## src/rtl/uart_rx_cfg.sv

```systemverilog
// Purpose: oversampling UART receiver with configurable data width, parity and stop bits.
// Latency: valid_rx follows the final stop-bit vote by one clk, about 2 clk of sync plus mid-stop.
// Backpressure: none; valid_rx is a one-clk strobe and the consumer must take rx_data then.
module uart_rx_cfg #(
    parameter int CLK_FREQ    = 50_000_000,
    parameter int BAUD_RATE   = 115200,
    parameter int OVERSAMPLE  = 16,
    parameter int DATA_BITS   = 8,
    parameter int PARITY_MODE = 0,
    parameter int STOP_BITS   = 1
) (
    input  logic                 clk,
    input  logic                 reset,
    input  logic                 RxD,
    output logic [DATA_BITS-1:0] rx_data,
    output logic                 valid_rx,
    output logic                 parity_err,
    output logic                 frame_err,
    output logic                 break_det,
    output logic                 busy
);

    localparam int DIV_RAW    = CLK_FREQ / (BAUD_RATE * OVERSAMPLE);
    localparam int SAMPLE_DIV = (DIV_RAW < 1) ? 1 : DIV_RAW;
    localparam int TW         = (SAMPLE_DIV > 1) ? $clog2(SAMPLE_DIV) : 1;
    localparam int OW         = $clog2(OVERSAMPLE);
    localparam int M          = OVERSAMPLE / 2;

    localparam logic [TW-1:0] TICK_LAST = TW'(SAMPLE_DIV - 1);
    localparam logic [OW-1:0] OS_LAST   = OW'(OVERSAMPLE - 1);
    localparam logic [OW-1:0] OS_S0     = OW'(M - 1);
    localparam logic [OW-1:0] OS_S1     = OW'(M);
    localparam logic [OW-1:0] OS_VOTE   = OW'(M + 1);
    localparam logic [3:0]    DATA_LAST = 4'(DATA_BITS - 1);
    localparam logic [3:0]    STOP_LAST = 4'(STOP_BITS - 1);

    typedef enum logic [2:0] {
        IDLE,
        START,
        DATA,
        PARITY,
        STOP,
        WAIT_HIGH
    } state_t;

    state_t               state, state_nxt;
    logic                 rx_meta, rxs;
    logic [TW-1:0]        tick_cnt;
    logic                 tick;
    logic [OW-1:0]        os_cnt, os_nxt;
    logic [3:0]           bit_cnt, bit_nxt;
    logic                 s0, s1;
    logic                 vote, vote_tick;
    logic [DATA_BITS-1:0] shift, shift_nxt;
    logic                 perr, perr_nxt;
    logic                 ferr, ferr_nxt;
    logic                 allz, allz_nxt;
    logic                 done_nxt;
    logic                 par_exp;

    // Two-flop synchroniser; idles high so reset does not look like a start bit.
    always_ff @(posedge clk or posedge reset) begin
        if (reset) begin
            rx_meta <= 1'b1;
            rxs     <= 1'b1;
        end else begin
            rx_meta <= RxD;
            rxs     <= rx_meta;
        end
    end

    // Free-running oversample tick divider.
    always_ff @(posedge clk or posedge reset) begin
        if (reset) begin
            tick_cnt <= '0;
        end else if (tick) begin
            tick_cnt <= '0;
        end else begin
            tick_cnt <= tick_cnt + TW'(1);
        end
    end

    assign tick = (tick_cnt == TICK_LAST);

    // Capture the two early samples around mid-bit for the majority vote.
    always_ff @(posedge clk or posedge reset) begin
        if (reset) begin
            s0 <= 1'b0;
            s1 <= 1'b0;
        end else if (tick && state != IDLE) begin
            if (os_cnt == OS_S0) s0 <= rxs;
            if (os_cnt == OS_S1) s1 <= rxs;
        end
    end

    assign vote      = (s0 & s1) | (s0 & rxs) | (s1 & rxs);
    assign vote_tick = tick && (os_cnt == OS_VOTE);
    assign par_exp   = (PARITY_MODE == 1) ? ~^shift : ^shift;

    // State, counter and frame-accumulator registers.
    always_ff @(posedge clk or posedge reset) begin
        if (reset) begin
            state   <= IDLE;
            os_cnt  <= '0;
            bit_cnt <= '0;
            shift   <= '0;
            perr    <= 1'b0;
            ferr    <= 1'b0;
            allz    <= 1'b1;
        end else begin
            state   <= state_nxt;
            os_cnt  <= os_nxt;
            bit_cnt <= bit_nxt;
            shift   <= shift_nxt;
            perr    <= perr_nxt;
            ferr    <= ferr_nxt;
            allz    <= allz_nxt;
        end
    end

    // Next-state logic: everything advances only on oversample ticks.
    always_comb begin
        state_nxt = state;
        os_nxt    = os_cnt;
        bit_nxt   = bit_cnt;
        shift_nxt = shift;
        perr_nxt  = perr;
        ferr_nxt  = ferr;
        allz_nxt  = allz;
        done_nxt  = 1'b0;

        if (tick) begin
            if (state != IDLE && state != WAIT_HIGH) begin
                os_nxt = (os_cnt == OS_LAST) ? '0 : os_cnt + OW'(1);
            end

            case (state)
                IDLE: begin
                    os_nxt   = '0;
                    bit_nxt  = '0;
                    perr_nxt = 1'b0;
                    ferr_nxt = 1'b0;
                    allz_nxt = 1'b1;
                    if (!rxs) state_nxt = START;
                end

                START: begin
                    if (vote_tick && vote) begin
                        // Low pulse too short to be a start bit.
                        state_nxt = IDLE;
                        os_nxt    = '0;
                    end else if (os_cnt == OS_LAST) begin
                        state_nxt = DATA;
                        bit_nxt   = '0;
                    end
                end

                DATA: begin
                    if (vote_tick) begin
                        shift_nxt = {vote, shift[DATA_BITS-1:1]};
                        allz_nxt  = allz & ~vote;
                    end
                    if (os_cnt == OS_LAST) begin
                        if (bit_cnt == DATA_LAST) begin
                            state_nxt = (PARITY_MODE != 0) ? PARITY : STOP;
                            bit_nxt   = '0;
                        end else begin
                            bit_nxt = bit_cnt + 4'd1;
                        end
                    end
                end

                PARITY: begin
                    if (vote_tick) begin
                        perr_nxt = vote ^ par_exp;
                        allz_nxt = allz & ~vote;
                    end
                    if (os_cnt == OS_LAST) begin
                        state_nxt = STOP;
                        bit_nxt   = '0;
                    end
                end

                STOP: begin
                    if (vote_tick) begin
                        ferr_nxt = ferr | ~vote;
                        allz_nxt = allz & ~vote;
                        if (bit_cnt == STOP_LAST) begin
                            // End at mid-stop so a back-to-back start edge is caught.
                            done_nxt  = 1'b1;
                            state_nxt = vote ? IDLE : WAIT_HIGH;
                            os_nxt    = '0;
                        end
                    end else if (os_cnt == OS_LAST) begin
                        bit_nxt = bit_cnt + 4'd1;
                    end
                end

                WAIT_HIGH: begin
                    // A held-low line yields one frame; wait for it to recover.
                    os_nxt = '0;
                    if (rxs) state_nxt = IDLE;
                end

                default: begin
                    state_nxt = IDLE;
                    os_nxt    = '0;
                end
            endcase
        end
    end

    // Publish word and flags together with the valid strobe; hold until next frame.
    always_ff @(posedge clk or posedge reset) begin
        if (reset) begin
            rx_data    <= '0;
            valid_rx   <= 1'b0;
            parity_err <= 1'b0;
            frame_err  <= 1'b0;
            break_det  <= 1'b0;
        end else begin
            valid_rx <= done_nxt;
            if (done_nxt) begin
                rx_data    <= shift_nxt;
                parity_err <= (PARITY_MODE != 0) ? perr_nxt : 1'b0;
                frame_err  <= ferr_nxt;
                break_det  <= allz_nxt;
            end
        end
    end

    assign busy = (state != IDLE);

endmodule

```

## config.mk

```make
export PLATFORM = sky130hd
export DESIGN_NAME = uart_rx_cfg
export DESIGN_NICKNAME = d
export VERILOG_FILES = /design/src/rtl/uart_rx_cfg.sv
export SDC_FILE = /design/constraint.sdc
export NUM_CORES = 1
export LEC_CHECK = 0
export ABC_CLOCK_PERIOD_IN_PS = 4500
export CAP_MARGIN = 10
export CORE_MARGIN = 2
export CORE_UTILIZATION = 62
export DETAILED_ROUTE_END_ITERATION = 6
export MAX_ROUTING_LAYER = met4
export PLACE_DENSITY_LB_ADDON = 0.25
export SYNTH_ARGS = -nofsm -noshare
export SYNTH_HDL_FRONTEND = slang
export SYNTH_SLANG_ARGS = --single-unit
```

## constraint.sdc

```tcl
create_clock -name clk -period 4.5 [get_ports clk]
set_input_delay 0.9 -clock clk [delete_from_list [all_inputs] [get_ports clk]]
set_output_delay 0.9 -clock clk [all_outputs]
set_load 0.02 [all_outputs]
```

* Yosys cells after proc, flatten, opt, wreduce, memory -nomap -nowiden
Cells that the tools add are included.
** Cells by class
- Add/subtract/negate cells :: 3
- Equal/unequal tests :: 23
- Multiplexer cells :: 38
- Bitwise gates (word level) :: 8
- Reduce and logical (&&, ||, !) cells :: 14
** Operators with widths (number)
- 4-bit 2-to-1 mux :: 11
- 3-bit 2-to-1 mux :: 10
- 8-bit 2-to-1 mux :: 3
- 2-bit != test (second input constant) :: 10
- 4-bit case mux with 5 select lines :: 1
- 3-bit case mux with 6 select lines :: 1
- 4-bit == test (second input constant) :: 3
- 4-bit case mux with 3 select lines :: 1
- 9-bit AND reduction :: 1
- 4-bit by 1-bit adder with 4-bit output (second input constant) :: 2
- 4-bit by 3-bit == test with 1-bit output (second input constant) :: 2
- 1-bit 2-to-1 mux :: 8
- 3-bit by 2-bit == test with 1-bit output (second input constant) :: 2
- 3-bit == test (second input constant) :: 2
- 3-bit != test (second input constant) :: 2
- 6-bit AND reduction :: 1
- 5-bit by 1-bit adder with 5-bit output (second input constant) :: 1
- 5-bit == test (second input constant) :: 1
- 5-bit 2-to-1 mux :: 1
- 5-bit nonzero test :: 1
- 1-bit bitwise AND :: 4
- 1-bit logical AND :: 4
- 4-bit zero test :: 1
- 1-bit case mux with 2 select lines :: 2
- 8 further kinds :: 11
** Word-level totals
- Flip-flop bits (word level) :: 41
- Input bits :: 3
- Output and inout bits :: 13

* Depth between registers and ports, before layout
Gate-level depths: netlist of the first run.
- Word-level depth :: 8
- Gate-level depth with buffers :: 8
- Depth with buffers taken out :: 6

* Least setup slack after synthesis of the first run
No wires, ideal clock.
- Path type :: register to output
- Start point :: register state[0]
- End point :: output busy
- Arrival time :: 1.120 ns
- Data required time :: 3.600 ns
- Path slack :: 2.480 ns
- Stages on the path, launching flop included :: 4
- Path through :: dfrtp_1 > buf_2 > nor3_1 > inv_1
** Between the ends
- Cells in the longest elaborated chain, start to end :: 1
** Ends and longest elaborated chain
- start: declaration :: line 46 : state_t state, state_nxt;
- start signal: assignment :: line 111 : state <= state_nxt;
- 3-bit nonzero test :: line 232 : assign busy = (state != IDLE);
- end: declaration :: line 20 : output logic busy
No other way between the ends.

* Final worst setup path of the first run
- Start point :: register state[1]
- End point :: output busy
Same word-level chain as after synthesis.

==> flow_summary_export.csv, run 1 <==
group,metric,value,unit
critical_path,worstPathArrival,2.06,ns
cts,cts_sinks,41,
synth,synth_top_area_share,45.0,%
finish,fin_nets,205,
critical_path,cp-start-kind,"register",
cts,cts_setup_buffers,0,
timing,slew_headroom,48.3,%
synth,syn-cell-area,2110,um2
finish,drive_gt1_share,20.4,%
floorplanning,dieArea,3890,um2
run_status,status,"finished, final reports clean",
synth,syn_inst,181,
routing,drc,0,
placement,placedCellCount,233,
floorplanning,coreArea,3310,um2
floorplanning,die_height,62.4,um
synth,ys.flop_type,"dfrtp_1",
finish,fin_cells,242,
timing,min_period_over_period,65.8,%
hold_path,hp-class,"register to register",
floorplanning,chipWidth,62.4,um
pwr,p_clk_share,39.7,%
routing,wl_per_cell,15.5,um
global_routing,grt_max_degree,31,
synth,synth_edf_count,0,
timing,max_freq,338,MHz
synth,seq_area_frac_synth,48.7,%
placement,dpl.hpwl,2.67,mm
pwr,seqPwrFrac,58.5,%
synth,yosys_warnings,0,
global_routing,grt_pass1_wl,6.61,mm
synth,synth_nets,191,
synth,yosys.cell_types.count,46,
cts,path_clk_slew,0.12,ns
cts,cts_tree,"done",
finish,mostFrequentLayoutCell,"dfrtp_1",
floorplanning,ios,16,
routing,drt_iter0_markers,87,
pwr,p_per_area,269,nW/um2
synth,yosysTopAreaCell,"dfrtp_1",
cts,cts_inserted_buffers,5,
cts,worstSkewPairLatency,0.33,ns
cts,ctsHoldBuffers,0,
critical_path,end_kind,"output port",
pwr,p_switching,128,uW
cts,clock-root-buffer,"clkbuf_4",
timing,rsz0062_at_grt,"false",
routing,drtPass1Iterations,4,
cts,cts_buffer_depth,2,
critical_path,reg2reg_slack,1.93,ns
pwr,swShare,20.2,%
global_routing,antenna_found_initial,0,
timing,min_period,2.96,ns
routing,ant_nets,0,
critical_path,cp_max_fo,16,
pwr,power.internal,506,uW
finish,utilization,71.2,%
critical_path,cp.required,3.60,ns
run,max_cap_viol_count,0,
global_routing,grt_pass1_vias,1410,
placement,port_buffers,14,
global_routing,grt.total_usage,22.1,%
timing,worst_slew_pin_slew,0.775,ns
synth,ys_ff_latch,41,
finish,mostFrequentLayoutCells,"dfrtp_1, clkdlybuf4s50_1, mux2_2",
finish,n_antenna_cell,0,
routing,drt-total-wl,3.75,mm
routing,via_per_inst,5.73,
pwr,p_leak,0.00104,uW
placement,dp_worst_setup_slack,1.92,ns
timing,clock_skew,0.00453,ns
timing,hold-worst-slack,0.364,ns
pwr,peakVddDrop,241,uV
routing,vias,1387,
placement,gp_congestion,0.842,
finish,areaGrowthSynthToFinish,11.5,%
critical_path,crit_type,"register to output port",
timing,slew_viol_final,0,
cts,cts_max_level,2,
timing,finalSetupTns,0,ns
finish,nFillCells,253,
cts,cts_resized,0,
synth,synth.area.top_cells,"dfrtp_1, mux2_2, mux2_4, ha_1, dfstp_2",
floorplanning,initial_core_util,63.8,%
floorplanning,rows,21,
timing,setup_slack,1.54,ns
global_routing,grt.overflow.total,0,
pwr,power_frac_comb,1.8,%
timing,finalHoldViolations,0,
synth,synth.avg_cell_area,11.7,um2
synth,synthArstFlopShare,100,%
timing,finalSetupViolations,0,
==> state kept, by name, indices dropped and copies added (netlist names) <==
register	cells
s0	1
s1	1
state	3
ferr	1
allz	1
rxs	1
rx_meta	1
shift	8
rx_data	8
tick_cnt	5
frame_err	1
valid_rx	1
bit_cnt	4
break_det	1
os_cnt	4
==> cells by family after synthesis <==
group | Yosys count | share of synthesized area (%)
simple gates | 61 | 16.8
flops | 41 | 48.7
compound gates | 24 | 9.00
mux | 24 | 14.0
buf+inv | 17 | 4.50
fa+ha+maj | 9 | 5.15
xor+xnor | 4 | 1.66
other cells | 1 | 0.177
==> layout make-up <==
| class | count | area [um2] | share of cell area [%] |
|---|---|---|---|
| tap | 46 | 57.6 | 2.44 |
| inverter | 8 | 30.0 | 1.27 |
| clock buffer | 6 | 51.3 | 2.18 |
| timing repair buffer | 16 | 163 | 6.90 |
| clock inverter | 2 | 37.5 | 1.59 |
| multi-input combinational | 123 | 988 | 41.9 |
| sequential | 41 | 1030 | 43.7 |
==> metrics by stage <==
stage | area, um2 | total power (uW)
after CTS | 2340 | 637
after global placement | 2250 | 388
after detailed placement | 2250 | 389
after global routing | 2360 | 653
after floorplan | 2110 | 385
final | 2360 | 634
==> per-layer routing <==
metal	share of wire [%]	wire length, um	GRT usage, %	vias to the layer above
li1	-	-	-	681
met1	46	1730	28.6	687
met2	50	1890	35.7	17
met3	2.7	103	4.32	2
met4	0.77	29	6.94	0
met5	0	0	-	-
==> synthesized netlist by cell type, types with 3 or more instances <==
| cell type | n |
|---|---|
| o211ai_1 | 4 |
| nor3b_1 | 3 |
| a21oi_1 | 3 |
| nand3_1 | 8 |
| nand2b_1 | 5 |
| a22o_1 | 3 |
| inv_1 | 8 |
| mux2i_1 | 3 |
| xor2_1 | 3 |
| nand2_1 | 11 |
| mux2_4 | 8 |
| dfrtp_1 | 38 |
| mux2_2 | 13 |
| nor2b_1 | 3 |
| dfstp_2 | 3 |
| nor3_1 | 5 |
| ha_1 | 7 |
| nor2_1 | 9 |
| buf_2 | 4 |
| buf_4 | 3 |
| nand4_1 | 3 |
==> worst paths after layout <==
kind | endpoint | start | depth (start not counted)
hold reg to reg | rxs | rx_meta | 0
max in group asynchronous | rxs | reset | 3
setup reg to reg | rx_data[6] | tick_cnt[0] | 6
setup / recovery | busy | state[1] | 3
min in group asynchronous | rx_data[0] | reset | 2
hold / removal | rxs | rx_meta | 0
==> power groups by stage <==
stage	sequential (uW)	combinational, uW	clock, uW
floorplan	377	7.08	0
detailed placement	378	10.8	0
global placement	378	10.5	0
CTS	371	10.8	255
global route	371	13.7	268
finish	371	11.7	251
==> worst max-delay path: stages, from the launching register on <==
cell and delay (ns):
dfrtp_1 0.59, nor3_1 0.51, inv_1 0.08, clkdlybuf4s50_1 0.55
Note: power is estimated with default switching activity, not from simulation.
==> run 2, diff against run 1 <==
- ABC_CLOCK_PERIOD_IN_PS: 4500 -> 3100
- CORE_UTILIZATION: 62 -> 57
- clock period: 4.5 -> 3.1 ns (I/O delays scaled with it)
==> run 2 against run 1 <==
Net effect:
- flip-flop and latch count is the same
- highest routed layer unchanged
- sequential power grew 45%
- clock-buffer cell count is the same
- worst setup slack lost 1.0 ns
- largest power group unchanged
- hold slack lost 0.0088 ns
- core utilization shrank 5.4 points
- non-clock buffer count is the same
- die area grew 8.2%
- via count grew 2.0%
- sequential share of layout area shrank 0.25 points
- critical path depth is the same
==> flow_summary_export.csv, run 2 (synthesis results as in run 1) <==
group,metric,value,unit
cts,cts_max_level,2,
cts,cts_sinks,41,
cts,cts_setup_buffers,0,
cts,path_clk_slew,0.07,ns
global_routing,grt_pass1_wl,6.44,mm
pwr,p_leak,0.00105,uW
timing,finalSetupViolations,0,
timing,slew_headroom,59.5,%
finish,n_antenna_cell,0,
global_routing,grt.overflow.total,0,
critical_path,crit_type,"register to output port",
finish,nFillCells,271,
critical_path,reg2reg_slack,0.74,ns
placement,gp_congestion,0.930,
floorplanning,dieArea,4210,um2
timing,worst_slew_pin_slew,0.608,ns
finish,largestRegisters,"rx_data (8), shift (8), tick_cnt (5)",
floorplanning,ios,16,
routing,drt-met1-wl,1.62,mm
routing,vias,1415,
pwr,peakVddDrop,286,uV
floorplanning,rows,22,
finish,multi_input_area,988,um2
critical_path,cpPeakStageDelay,0.57,ns
timing,slew_viol_final,0,
run,max_cap_viol_count,0,
timing,min_period,2.60,ns
timing,min_period_over_period,83.9,%
floorplanning,die_height,64.9,um
cts,ctsHoldBuffers,0,
finish,mostFrequentLayoutCells,"dfrtp_1, clkdlybuf4s50_1, mux2_2",
cts,worstSkewPairLatency,0.29,ns
pwr,p_per_area,407,nW/um2
critical_path,reg2regPathDepth,6,
routing,drt_iter0_markers,105,
cts,cts_tree,"done",
cts,clock-root-buffer,"clkbuf_8",
routing,wl_per_cell,15.0,um
finish,mostFrequentLayoutCell,"dfrtp_1",
timing,rsz0062_at_grt,"false",
critical_path,worstPathArrival,1.98,ns
run_status,status,"finished, final reports clean",
routing,drtPass1Iterations,4,
floorplanning,initial_core_util,58.6,%
finish,areaGrowthSynthToFinish,12.2,%
finish,drive_gt1_share,19.9,%
critical_path,critical_path.slowest_cell,"dfrtp_1",
global_routing,grt_pass1_vias,1356,
cts,cts_buffer_depth,2,
critical_path,cp_num_cells,3,
global_routing,antenna_found_initial,0,
placement,placedCellCount,236,
critical_path,r2r-start,"tick_cnt[0]",
routing,drc,0,
cts,cts_resized,0,
timing,finalSetupTns,0,ns
hold_path,hp-start,"rx_meta",
routing,drt-total-wl,3.66,mm
finish,fin_cells,244,
timing,clock_skew,0.0103,ns
finish,fin_nets,205,
critical_path,end_kind,"output port",
floorplanning,chipWidth,64.9,um
hold_path,hp-class,"register to register",
placement,dpl.hpwl,2.61,mm
critical_path,cp-start-kind,"register",
hold_path,holdPathStages,0,
timing,finalHoldViolations,0,
finish,regArea,1030,um2
timing,hold-worst-slack,0.356,ns
critical_path,cp.required,2.48,ns
routing,highest_layer,"met4",
routing,met2_length,1.83,mm
critical_path,cp_max_fo,16,
global_routing,grt_max_degree,42,
floorplanning,coreArea,3610,um2
critical_path,path_cells,"nor3_1, inv_1, clkdlybuf4s50_1",
placement,port_buffers,14,
global_routing,grt.total_usage,20.7,%
critical_path,cp_num_buf_inv,2,
timing,max_freq,384,MHz
hold_path,hold_end,"rxs",
routing,wl_met3,129,um
routing,via_per_inst,5.80,
critical_path,cp_top_family,"buffers and inverters",
routing,ant_nets,0,
cts,cts_inserted_buffers,5,
critical_path,r2r-end,"frame_err",
run 2: changes by cell type in the layout (fill, tap and decap cells not counted), sizes merged:
| cell | before | now |
|---|---|---|
| clkinv | 0 | 1 |
| clkinvlp | 1 | 0 |
run 2: where the power goes:
group	leakage (uW)	internal [uW]	total, uW	switching, uW
clock network	0.0000552	239	413	174
registers	0.000542	537	538	1.14
logic	0.000455	3.45	15.0	11.6
total	0.00105	779	966	186
run 2: worst max-delay path by stage:
stage	startpoint	to	slack, ns
floorplan	tick_cnt[0]	break_det	1.24
finish	state[1]	busy	0.50
global route	state[1]	busy	0.30
global placement	tick_cnt[0]	frame_err	0.84
CTS	state[1]	busy	0.49
detailed placement	tick_cnt[0]	frame_err	0.73
run 2: cell type report:
| type | instances | area share (%) |
|---|---|---|
| repair buffers | 16 | 6.54 |
| clock inverters | 2 | 1.48 |
| clock buffers | 6 | 3.06 |
| inverters | 8 | 1.27 |
| multi-input cells | 123 | 41.7 |
| flip-flops and latches | 41 | 43.4 |
| well taps | 48 | 2.53 |
run 2: per-layer routing:
| metal | vias up | GRT usage, % |
|---|---|---|
| met2 | 27 | 31.6 |
| met5 | - | - |
| met3 | 9 | 3.65 |
| met4 | 0 | 10.4 |
| li1 | 677 | - |
| met1 | 702 | 26.8 |
run 2: through the flow:
step	worst slack, ns	area, um2	utilization [%]	power (uW)
3_5_place_dp	0.734	2260	62.8	564
2_1_floorplan	1.24	2110	-	558
6_report	0.498	2370	65.8	966
3_3_place_gp	0.836	2260	62.8	564
5_1_grt	0.303	2370	65.8	1000
4_1_cts	0.488	2370	65.8	979
==> run 3, diff against run 2 <==
- ABC_CLOCK_PERIOD_IN_PS: 3100 -> 2200
- CORE_UTILIZATION: 57 -> 52
- clock period: 3.1 -> 2.2 ns (I/O delays scaled with it)
==> run 3 against run 2 <==
Net effect:
- via count increased by 1.6%
- worst setup slack got worse by 0.43 ns
- sequential power increased by 41%
- wire length decreased by 0.38%
- flip-flop and latch count unchanged
- clock-buffer cell count unchanged
- critical path depth unchanged
- core utilization decreased by 3.9 points
- combinational power increased by 39%
- sequential share of layout area decreased by 1.2 points
- critical endpoint unchanged
- largest power group unchanged
==> flow_summary_export.csv, run 3 (synthesis results as in run 1) <==
group,metric,value,unit
routing,drc,0,
floorplanning,initial_core_util,53.6,%
cts,path_clk_slew,0.08,ns
critical_path,end_kind,"output port",
routing,drt-total-wl,3.65,mm
finish,multi_input_area,995,um2
routing,vias,1437,
finish,fin_cells,252,
global_routing,grt_max_degree,42,
floorplanning,rows,23,
cts,clock-root-buffer,"clkbuf_8",
routing,wl_per_cell,14.5,um
timing,max_freq,469,MHz
pwr,total_power,1390,uW
run,max_cap_viol_count,0,
finish,largestRegisters,"rx_data (8), shift (8), tick_cnt (5)",
cts,ctsHoldBuffers,0,
critical_path,crit_type,"register to output port",
global_routing,grt_pass1_wl,6.20,mm
routing,drtPass1Iterations,4,
global_routing,grt.overflow.total,0,
finish,drive_gt1_share,23.8,%
timing,worst_slew_pin_slew,0.504,ns
cts,worstSkewPairLatency,0.28,ns
run_status,status,"finished, final reports clean",
hold_path,hp-class,"register to register",
placement,placedCellCount,244,
pwr,p_leak,0.00109,uW
global_routing,grt_pass1_vias,1351,
floorplanning,ios,16,
floorplanning,die_height,67.8,um
routing,via_per_inst,5.70,
routing,drt_iter0_markers,71,
cts,cts_tree,"done",
floorplanning,dieArea,4590,um2
timing,min_period,2.13,ns
finish,fin_nets,211,
critical_path,cp-start-kind,"register",
global_routing,grt.total_usage,18.4,%
cts,cts_max_level,2,
cts,cts_setup_buffers,0,
critical_path,cp_max_fo,14,
timing,slew_headroom,66.4,%
timing,slew_viol_final,0,
floorplanning,chipWidth,67.8,um
timing,min_period_over_period,97.0,%
finish,areaGrowthSynthToFinish,15.3,%
timing,finalHoldViolations,0,
finish,n_antenna_cell,0,
pwr,peakVddDrop,371,uV
cts,cts_buffer_depth,2,
cts,cts_inserted_buffers,5,
critical_path,cp.required,1.76,ns
placement,dpl.hpwl,2.64,mm
cts,cts_sinks,41,
timing,finalSetupTns,0,ns
finish,mostFrequentLayoutCell,"dfrtp_1",
timing,clock_skew,0.00583,ns
placement,gp_congestion,0.877,
finish,mostFrequentLayoutCells,"dfrtp_1, clkdlybuf4s50_1, mux2_2",
critical_path,worstPathArrival,1.69,ns
global_routing,antenna_found_initial,0,
routing,ant_nets,0,
pwr,p_per_area,572,nW/um2
placement,port_buffers,14,
finish,nFillCells,298,
floorplanning,coreArea,3940,um2
timing,finalSetupViolations,0,
finish,regArea,1030,um2
-- run 3: cell types whose count changed in the layout (fill, tap and decap cells not counted), sizes merged --
cell | previous run | this run
clkinvlp | 0 | 1
clkinv | 1 | 0
buf | 2 | 8
-- run 3: stage by stage --
stage	hold slack (ns)	worst slack [ns]	utilization [%]	cell area, um2
floorplan	0.345	0.344	-	2110
global placement	0.345	0.221	58.6	2310
detailed placement	0.353	0.198	58.6	2310
CTS	0.364	0.00244	61.7	2430
global route	0.372	-0.0500	61.8	2440
finish	0.363	0.0661	61.8	2440
-- run 3: path summary, 6_finish.rpt --
check | from | endpoint | slack (ns) | cells past startpoint
min | rx_meta | rxs | 0.36 | 0
max in group asynchronous | reset | rx_meta | 1.26 | 3
max reg2reg | os_cnt[0] | bit_cnt[2] | 0.18 | 5
min in group asynchronous | reset | tick_cnt[3] | 0.58 | 3
min reg2reg | rx_meta | rxs | 0.36 | 0
max | state[0] | busy | 0.07 | 3
-- run 3: where the power goes --
group / switching [uW] / leakage, uW / internal [uW]
clock network: 246 / 0.0000574 / 369
registers: 1.76 / 0.000542 / 756
logic: 16.0 / 0.000487 / 4.85
-- run 3: layout make-up --
class | count | share of cell area (%)
clock buffers | 6 | 3.39
inverters | 8 | 1.23
well taps | 50 | 2.57
repair buffers | 22 | 8.21
clock inverters | 2 | 1.54
flip-flops and latches | 41 | 42.2
multi-input cells | 123 | 40.8
-- run 3: per-layer routing --
metal,share of wire (%),routed length [um],GRT usage [%],up-vias
met4,0.88,32,4.59,0
met3,4.3,158,4.67,5
li1,-,-,-,686
met1,46,1690,24.2,719
met5,0,0,-,-
met2,48,1770,28.4,27
-- run 3: worst max-delay path, stage by stage (launching register included) --
cell and delay, ns:
dfrtp_1 0.55, nor3_2 0.28, inv_1 0.06, clkdlybuf4s50_1 0.53
-- run 3: repair_timing --
item	in CTS	in global routing
setup endpoints to repair	0	3
gates resized for setup	0	2
endpoints found under the hold margin	0	0
